--- config.mk ---
export PLATFORM = sky130hd
export DESIGN_NAME = multicycle_control
export DESIGN_NICKNAME = d
export VERILOG_FILES = /design/src/rtl/multicycle_control.sv
export SDC_FILE = /design/constraint.sdc
export NUM_CORES = 1
export LEC_CHECK = 0
export CAP_MARGIN = 0
export CELL_PAD_IN_SITES_DETAIL_PLACEMENT = 0
export CELL_PAD_IN_SITES_GLOBAL_PLACEMENT = 1
export CORE_AREA = 3 3 52 66
export CTS_CLUSTER_SIZE = 16
export DETAILED_ROUTE_END_ITERATION = 8
export DIE_AREA = 0 0 55 69
export PLACE_DENSITY_LB_ADDON = 0.12
export SETUP_SLACK_MARGIN = 0.4
export SYNTH_ARGS = -nofsm -noshare
export SYNTH_HDL_FRONTEND = slang
export SYNTH_SLANG_ARGS = --single-unit
--- constraint.sdc ---
create_clock -name clk -period 3.25 [get_ports clk]
set_input_delay 0.975 -clock clk [delete_from_list [all_inputs] [get_ports clk]]
set_output_delay 0.975 -clock clk [all_outputs]
set_load 0.05 [all_outputs]
--- src/rtl/multicycle_control.sv ---
// multicycle_control: state sequencer for the multi-cycle MIPS datapath.
// Controls are decoded from State, qualified by Opcode and MemReady.
module multicycle_control #(
  parameter int WAIT_LIMIT = 15
) (
  input  logic       clk,
  input  logic       rst_n,
  input  logic [5:0] Opcode,
  input  logic       MemReady,
  output logic       PCWrite,
  output logic       PCWriteCond,
  output logic       IorD,
  output logic       MemRead,
  output logic       MemWrite,
  output logic       IRWrite,
  output logic [1:0] MemtoReg,
  output logic [1:0] RegDstn,
  output logic       RegWrite,
  output logic       ALUsrcA,
  output logic [1:0] ALUsrcB,
  output logic [1:0] ALUop,
  output logic [1:0] PCSource,
  output logic       Illegal,
  output logic       BusErr,
  output logic [3:0] State
);

  localparam int CW = (WAIT_LIMIT > 1) ? $clog2(WAIT_LIMIT + 1) : 1;
  localparam logic [CW-1:0] LIM = CW'(WAIT_LIMIT - 1);

  localparam logic [5:0] OP_R    = 6'b000000;
  localparam logic [5:0] OP_ADDI = 6'b001000;
  localparam logic [5:0] OP_LW   = 6'b100011;
  localparam logic [5:0] OP_SW   = 6'b101011;
  localparam logic [5:0] OP_ANDI = 6'b001100;
  localparam logic [5:0] OP_BEQ  = 6'b000100;
  localparam logic [5:0] OP_JAL  = 6'b000011;

  typedef enum logic [3:0] {
    S_FETCH  = 4'd0,
    S_DECODE = 4'd1,
    S_MEMADR = 4'd2,
    S_MEMRD  = 4'd3,
    S_MEMWB  = 4'd4,
    S_MEMWR  = 4'd5,
    S_EXEC   = 4'd6,
    S_ALUWB  = 4'd7,
    S_ADDIEX = 4'd8,
    S_ANDIEX = 4'd9,
    S_IMMWB  = 4'd10,
    S_BRANCH = 4'd11,
    S_JAL    = 4'd12
  } state_t;

  state_t        r_state;
  logic [CW-1:0] r_cnt;
  logic          w_wait;
  logic          w_tout;
  logic          w_hold;
  logic          w_legal;

  assign w_wait = (r_state == S_FETCH) ||
                  (r_state == S_MEMRD) ||
                  (r_state == S_MEMWR);
  assign w_tout = (WAIT_LIMIT > 0) && w_wait &&
                  !MemReady && (r_cnt == LIM);
  assign w_hold = w_wait && !MemReady && !w_tout;

  always_comb begin
    case (Opcode)
      OP_R, OP_ADDI, OP_LW, OP_SW,
      OP_ANDI, OP_BEQ, OP_JAL: w_legal = 1'b1;
      default:                 w_legal = 1'b0;
    endcase
  end

  always_ff @(posedge clk or negedge rst_n) begin
    if (!rst_n) begin
      r_state <= S_FETCH;
      r_cnt   <= '0;
    end else begin
      // Counter saturates so a disabled limit never wraps.
      if (!w_hold)
        r_cnt <= '0;
      else if (r_cnt != '1)
        r_cnt <= r_cnt + 1'b1;

      unique case (r_state)
        S_FETCH:
          if (MemReady) r_state <= S_DECODE;
        S_DECODE:
          case (Opcode)
            OP_LW, OP_SW: r_state <= S_MEMADR;
            OP_R:         r_state <= S_EXEC;
            OP_ADDI:      r_state <= S_ADDIEX;
            OP_ANDI:      r_state <= S_ANDIEX;
            OP_BEQ:       r_state <= S_BRANCH;
            OP_JAL:       r_state <= S_JAL;
            default:      r_state <= S_FETCH;
          endcase
        S_MEMADR:
          if (Opcode == OP_LW)
            r_state <= S_MEMRD;
          else if (Opcode == OP_SW)
            r_state <= S_MEMWR;
          else
            r_state <= S_FETCH;
        S_MEMRD:
          if (MemReady)
            r_state <= S_MEMWB;
          else if (w_tout)
            r_state <= S_FETCH;
        S_MEMWR:
          if (MemReady || w_tout) r_state <= S_FETCH;
        S_EXEC:   r_state <= S_ALUWB;
        S_ADDIEX: r_state <= S_IMMWB;
        S_ANDIEX: r_state <= S_IMMWB;
        default:  r_state <= S_FETCH;
      endcase
    end
  end

  always_comb begin
    PCWrite     = 1'b0;
    PCWriteCond = 1'b0;
    IorD        = 1'b0;
    MemRead     = 1'b0;
    MemWrite    = 1'b0;
    IRWrite     = 1'b0;
    MemtoReg    = 2'b00;
    RegDstn     = 2'b00;
    RegWrite    = 1'b0;
    ALUsrcA     = 1'b0;
    ALUsrcB     = 2'b00;
    ALUop       = 2'b00;
    PCSource    = 2'b00;
    Illegal     = 1'b0;
    BusErr      = 1'b0;
    State       = 4'd0;
    // Gating by rst_n keeps the FETCH decode quiet during reset.
    if (rst_n) begin
      State  = r_state;
      BusErr = w_tout;
      unique case (r_state)
        S_FETCH: begin
          MemRead = 1'b1;
          ALUsrcB = 2'b01;
          IRWrite = MemReady;
          PCWrite = MemReady;
        end
        S_DECODE: begin
          ALUsrcB = 2'b11;
          Illegal = !w_legal;
        end
        S_MEMADR: begin
          ALUsrcA = 1'b1;
          ALUsrcB = 2'b10;
        end
        S_MEMRD: begin
          IorD    = 1'b1;
          MemRead = 1'b1;
        end
        S_MEMWB: begin
          MemtoReg = 2'b01;
          RegWrite = 1'b1;
        end
        S_MEMWR: begin
          IorD     = 1'b1;
          MemWrite = 1'b1;
        end
        S_EXEC: begin
          ALUsrcA = 1'b1;
          ALUop   = 2'b10;
        end
        S_ALUWB: begin
          RegDstn  = 2'b01;
          RegWrite = 1'b1;
        end
        S_ADDIEX: begin
          ALUsrcA = 1'b1;
          ALUsrcB = 2'b10;
        end
        S_ANDIEX: begin
          ALUsrcA = 1'b1;
          ALUsrcB = 2'b10;
          ALUop   = 2'b11;
        end
        S_IMMWB: RegWrite = 1'b1;
        S_BRANCH: begin
          ALUsrcA     = 1'b1;
          ALUop       = 2'b01;
          PCWriteCond = 1'b1;
          PCSource    = 2'b01;
        end
        S_JAL: begin
          RegDstn  = 2'b10;
          MemtoReg = 2'b10;
          RegWrite = 1'b1;
          PCWrite  = 1'b1;
          PCSource = 2'b10;
        end
        default: State = r_state;
      endcase
    end
  end

endmodule

==> results of run 1 <==
==> worst max path at each step <==
stage	start	to	slack, ns
3_5_place_dp	rst_n	PCSource[0]	-0.08
5_1_grt	Opcode[0]	Illegal	0.32
4_1_cts	Opcode[0]	Illegal	0.34
6_report	Opcode[0]	Illegal	0.37
2_1_floorplan	rst_n	Illegal	0.30
3_3_place_gp	rst_n	PCWriteCond	-0.04
==> metrics by stage <==
step	TNS, ns	hold slack, ns
2_1_floorplan	0	0.5448
3_3_place_gp	-0.1678	0.5780
3_5_place_dp	-0.2723	0.6042
4_1_cts	0	0.6160
5_1_grt	0	0.6421
6_report	0	0.6101
==> cell usage after synthesis, drive strengths merged <==
| library cell | n |
|---|---|
| nor2 | 22 |
| dfrtp | 8 |
| and2 | 7 |
| clkbuf | 6 |
| nand2 | 6 |
| nand2b | 6 |
| nor3 | 6 |
| and3 | 4 |
| nand3 | 4 |
| nor2b | 4 |
| o21ai | 4 |
| a21oi | 3 |
| a31oi | 3 |
| inv | 3 |
| o22ai | 3 |
| a2111oi | 2 |
| a32oi | 2 |
| buf | 2 |
| ha | 2 |
| nor4 | 2 |
| or2 | 2 |
| xnor2 | 2 |
| a211oi | 1 |
| a31o | 1 |
| and4bb | 1 |
| nand3b | 1 |
| nand4 | 1 |
| nor3b | 1 |
| nor4b | 1 |
| o211a | 1 |
| o21a | 1 |
| o21ba | 1 |
| o21bai | 1 |
| o31ai | 1 |
| or3 | 1 |
| or4 | 1 |
==> critical path, cell delays in order <==
cell	delay, ns
buf_6	0.10
and4bb_2	0.25
a2111oi_4	0.35
clkbuf_16	0.23
==> power by group <==
group          leakage (µW)  internal [µW]  total (µW)  switching, µW
registers          0.000105            129         205           76.6
clock network     0.0000138           42.4        77.5           35.1
logic              0.000612            377         827            450
total              0.000731            548        1110            562
==> layer usage <==
layer | wire (µm) | vias to the layer above | global-route usage [%]
met3 | 108 | 4 | 2.376
met2 | 1506 | 23 | 26.97
met4 | 25 | 0 | 3.243
li1 | - | 521 | -
met1 | 1117 | 498 | 17.85
met5 | 0 | - | 0
==> layout make-up <==
type,count,share of cell area [%]
sequential,8,11.57
tap,36,2.571
multi-input combinational,98,41.79
clock buffer,3,1.286
timing repair buffer,56,42.00
inverter,3,0.7857
==> state kept, by name (all words and copies together), names as in the netlist <==
name,cells
r_state,4
r_cnt,4
==> cell families (layout without fill, tap and decap cells) <==
family,after synthesis,after routing,share of synthesized area [%]
buffers and inverters,11,62,6.158
AOI/OAI and AO/OA,24,24,20.82
and+or+nand+nor,70,70,44.58
adders and majority gates,2,2,2.932
DFF,8,8,23.46
xor gates and xnor gates,2,2,2.053
==> timing repair <==
item	CTS	global route
buffers inserted	0	2
endpoints found under the setup margin	24	6
endpoints found under the hold margin	0	0
pin swaps	5	5
gates resized for setup	41	10
==> metrics.csv, run 1 <==
stage,metric,value,unit
hold_path,hold_depth,2,
die,dieWidth,55,µm
cts,cts_buffer_depth,2,
routing,dr.pass1.iters,4,
hold_path,min_from,r_cnt[3],
synthesis,avgSynthCellArea,7.293,µm²
die,core-area,2918,µm²
sta,setup_viol,0,
critical_path,worstPathMaxFanout,3,
critical_path,cp.arrival,1.91,ns
critical_path,critPathCaptureType,output pin,
cts,numCtsBuffers,3,
layout,regArea,202.7,µm²
layout,n_fill_cell,272,
run_status,status,finished clean,
global_route,grt_usage,15.05,%
synthesis,synth_top_area_cell,dfrtp_1,
sta,slew_violations,0,
die,std_cell_rows,22,
die,start_util,29.25,%
cts,cts_tree,yes,
hold_path,min_path_type,flop to flop,
critical_path,rr_startpoint,r_state[2],
routing,drt-wirelength-per-cell,13.51,µm
layout,final_core_utilization,60.03,%
global_route,antenna_found_initial,0,
layout,final_area,1752,µm²
die,die-area,3795,µm²
routing,num_vias,1046,
die,die_h,69,µm
sta,clock_skew,0.01122,ns
cts,cts.sinks,8,
layout,drive_gt1_share,51.79,%
sta,finalCritPeriodShare,88.66,%
cts,clk_pin_slew_worst_paths,0.06,ns
placed_design,dp_cells,199,
placed_design,placed_cell_area,1668,µm²
job,max_cap_violations,0,
cts,htree_levels,1,
placed_design,place_hpwl,2240,µm
routing,drtAntennaViolNets,0,
layout,diodes,0,
critical_path,cp-start-kind,input port,
hold_path,hold_end,r_cnt[3],
routing,finalWirelength,2757,µm
synthesis,synthDistinctLibCells,42,
synthesis,netlist.area_leader.share,23.46,%
placed_design,port-buffer-count,32,
global_route,overflow,0,
global_route,grt_max_degree,20,
critical_path,ff2ff_setup_slack,1.47,ns
synthesis,synthCells,117,
synthesis,syn_nets,128,
layout,multi_input_area,732.0,µm²
placed_design,gp_congestion,0.7377,
layout,final_cells,204,
sta,hold_viol_final,0,
sta,finalWorstSetupSlack,0.3687,ns
cts,hold_buffers,0,
critical_path,r2r_cells,6,
synthesis,ys_seq_area_share,23.46,%
routing,drt_iter0_drc,25,
die,ios,33,
critical_path,worstPathRequired,2.27,ns
pwr,leakage,0.0007310,µW
layout,layout_common_cells,"buf_12, buf_4, nor2_1",
synthesis,synth.area.top_cells,"dfrtp_1, nor2_1, and2_1",
global_route,grt_pass1_wl,4491,µm
routing,drc,0,
cts,cts-root-buf,clkbuf_4,
synthesis,synth-seq-cells,8,
sta,grt_setup_unrepaired,yes,
pwr,power,1109,µW
sta,maxSlewHeadroom,68.02,%
sta,post-route-min-period,2.881,ns
pwr,cellPowerDensity,633.4,nW/µm²
sta,max_clock_freq,347.1,MHz
critical_path,critical_path_class,input port to output pin,
sta,tightest_slew,0.4797,ns
placed_design,preCtsSetupSlack,-0.07542,ns
pwr,peakVddDrop,407.9,µV
synthesis,syn_area,853.3,µm²
critical_path,rr_endpoint,r_cnt[3],
layout,syn2layout_area_growth,105.3,%
synthesis,yosys_warnings,0,
cts,insertion_delay,0.26,ns
routing,viasPerCell,5.127,
layout,nets,181,
global_route,first_global_vias,1015,
No activity file was read; power rests on OpenSTA's default activity.
==> run 2, diff against run 1 <==
--- a/config.mk
+++ b/config.mk
@@ -12,7 +12,9 @@
 export CTS_CLUSTER_SIZE = 16
 export DETAILED_ROUTE_END_ITERATION = 8
 export DIE_AREA = 0 0 55 69
+export MAX_ROUTING_LAYER = met4
 export PLACE_DENSITY_LB_ADDON = 0.12
+export RECOVER_POWER = 50
 export SETUP_SLACK_MARGIN = 0.4
 export SYNTH_ARGS = -nofsm -noshare
 export SYNTH_HDL_FRONTEND = slang
==> metrics.csv, run 2 (synthesis gave the netlist of run 1 again) <==
stage,metric,value,unit,change
run_status,status,finished clean,,unchanged
hold_path,hold_end,r_cnt[2],,was r_cnt[3]
layout,n_fill_cell,285,,was 272
job,max_cap_violations,0,,unchanged
cts,cts_tree,yes,,unchanged
sta,max_clock_freq,339.2,MHz,was 347.1 MHz
critical_path,cp.arrival,1.97,ns,was 1.91 ns
die,ios,33,,unchanged
pwr,leakage,0.0007061,µW,was 0.0007310 µW
global_route,grt_pass1_wl,4485,µm,was 4491 µm
layout,top_regs,"r_cnt (4), r_state (4)",,unchanged
layout,diodes,0,,unchanged
global_route,antenna_found_initial,0,,unchanged
die,std_cell_rows,22,,unchanged
critical_path,ff2ff_setup_slack,1.33,ns,was 1.47 ns
global_route,grt_usage,15.44,%,was 15.05%
hold_path,hold_depth,2,,unchanged
layout,final_cells,204,,unchanged
critical_path,critPathCaptureType,output pin,,unchanged
cts,insertion_delay,0.25,ns,was 0.26 ns
global_route,overflow,0,,unchanged
placed_design,dp_cells,199,,unchanged
sta,grt_setup_unrepaired,yes,,unchanged
layout,multi_input_area,716.9,µm²,was 732.0 µm²
placed_design,gp_congestion,0.7468,,was 0.7377
sta,hold_viol_final,0,,unchanged
routing,viasPerCell,5.113,,was 5.127
sta,post-route-min-period,2.948,ns,was 2.881 ns
pwr,peakVddDrop,414.0,µV,was 407.9 µV
critical_path,rr_endpoint,r_cnt[3],,unchanged
critical_path,cp-start-kind,input port,,unchanged
sta,tightest_slew,0.4762,ns,was 0.4797 ns
placed_design,place_hpwl,2240,µm,unchanged
sta,maxSlewHeadroom,68.26,%,was 68.02%
die,core-area,2918,µm²,unchanged
pwr,cellPowerDensity,639.3,nW/µm²,was 633.4 nW/µm²
sta,slew_violations,0,,unchanged
cts,cts-root-buf,clkbuf_4,,unchanged
die,dieWidth,55,µm,unchanged
layout,final_common_cell,buf_12,,
critical_path,worstPathMaxFanout,5,,was 3
cts,numCtsBuffers,3,,unchanged
global_route,grt_max_degree,20,,unchanged
layout,regArea,201.4,µm²,was 202.7 µm²
routing,drtAntennaViolNets,0,,unchanged
critical_path,crit_start,rst_n,,was Opcode[0]
critical_path,r2r_cells,6,,unchanged
layout,syn2layout_area_growth,101.0,%,was 105.3%
critical_path,rr_startpoint,r_state[2],,unchanged
sta,setup_viol,0,,unchanged
sta,clock_skew,0.007995,ns,was 0.01122 ns
cts,clk_pin_slew_worst_paths,0.06,ns,about the same
hold_path,min_from,r_cnt[2],,was r_cnt[3]
cts,cts.sinks,8,,unchanged
routing,dr.pass1.iters,4,,unchanged
routing,drt_iter0_drc,22,,was 25
critical_path,critical_path_class,input port to output pin,,unchanged
routing,num_vias,1043,,was 1046
die,start_util,29.25,%,unchanged
placed_design,placed_cell_area,1668,µm²,unchanged
routing,drt-wirelength-per-cell,13.39,µm,was 13.51 µm
cts,cts_buffer_depth,2,,unchanged
sta,finalCritPeriodShare,90.70,%,was 88.66%
layout,final_area,1715,µm²,was 1752 µm²
hold_path,min_path_type,flop to flop,,unchanged
layout,drive_gt1_share,45.24,%,was 51.79%
routing,drc,0,,unchanged
routing,finalWirelength,2732,µm,was 2757 µm
global_route,first_global_vias,1015,,unchanged
layout,nets,181,,unchanged
layout,layout_common_cells,"buf_12, nor2_1, buf_4",,"was buf_12, buf_4, nor2_1"
cts,hold_buffers,0,,unchanged
die,die_h,69,µm,unchanged
die,die-area,3795,µm²,unchanged
critical_path,worstPathRequired,2.27,ns,about the same
cts,htree_levels,1,,unchanged
placed_design,port-buffer-count,32,,unchanged
-- run 2: worst max-delay path, stage by stage --
cell        delay (ns)
clkbuf_1          0.24
buf_6             0.17
nand2_2           0.07
clkinvlp_2        0.12
nand2_2           0.11
nor2_4            0.13
buf_12            0.15
-- run 2: layer usage --
layer  vias to the layer above  GRT usage, %  share of wire (%)
met4                         0         3.243               0.84
met1                       501         17.85                 41
met3                         4         2.376                3.3
met2                        17         26.97                 55
met5                         -             -                  0
li1                        521             -                  -
-- run 2: repair_timing --
item / in CTS / in global routing
setup endpoints to repair: 24 / 6
gates resized for setup: 41 / 10
pin swaps: 5 / 5
endpoints found under the hold margin: 0 / 0
setup buffers: 0 / 2
-- run 2: power breakdown --
group | switching (µW) | total (µW) | internal [µW]
Clock | 33.0 | 75.2 | 42.2
Combinational | 444 | 815 | 371
Sequential | 78.2 | 206 | 128
-- run 2: cell type report --
class / count / share of cell area (%)
clock buffer: 3 / 1.313
timing repair buffer: 56 / 41.79
tap: 36 / 2.626
inverter: 3 / 0.7294
multi-input combinational: 98 / 41.79
sequential: 8 / 11.74
-- run 2: worst max-delay path by stage --
stage                             end  cells past startpoint
final                     PCSource[0]                      7
after global placement    PCWriteCond                      7
after detailed placement  PCSource[0]                      7
after CTS                     Illegal                      4
after floorplan               Illegal                      3
after global routing       RegDstn[0]                      7
-- run 2: through the flow --
step	util [%]	TNS [ns]	total power (µW)	hold WS [ns]	worst slack, ns
after floorplan	-	0	663.3	0.5448	0.3011
after global placement	57.16	-0.1678	988.6	0.5780	-0.03798
after detailed placement	57.16	-0.2723	999.8	0.6042	-0.07542
after CTS	58.88	0	1106	0.6160	0.3444
after global routing	58.79	0	1171	0.6783	0.1999
final	58.79	0	1097	0.6148	0.3023
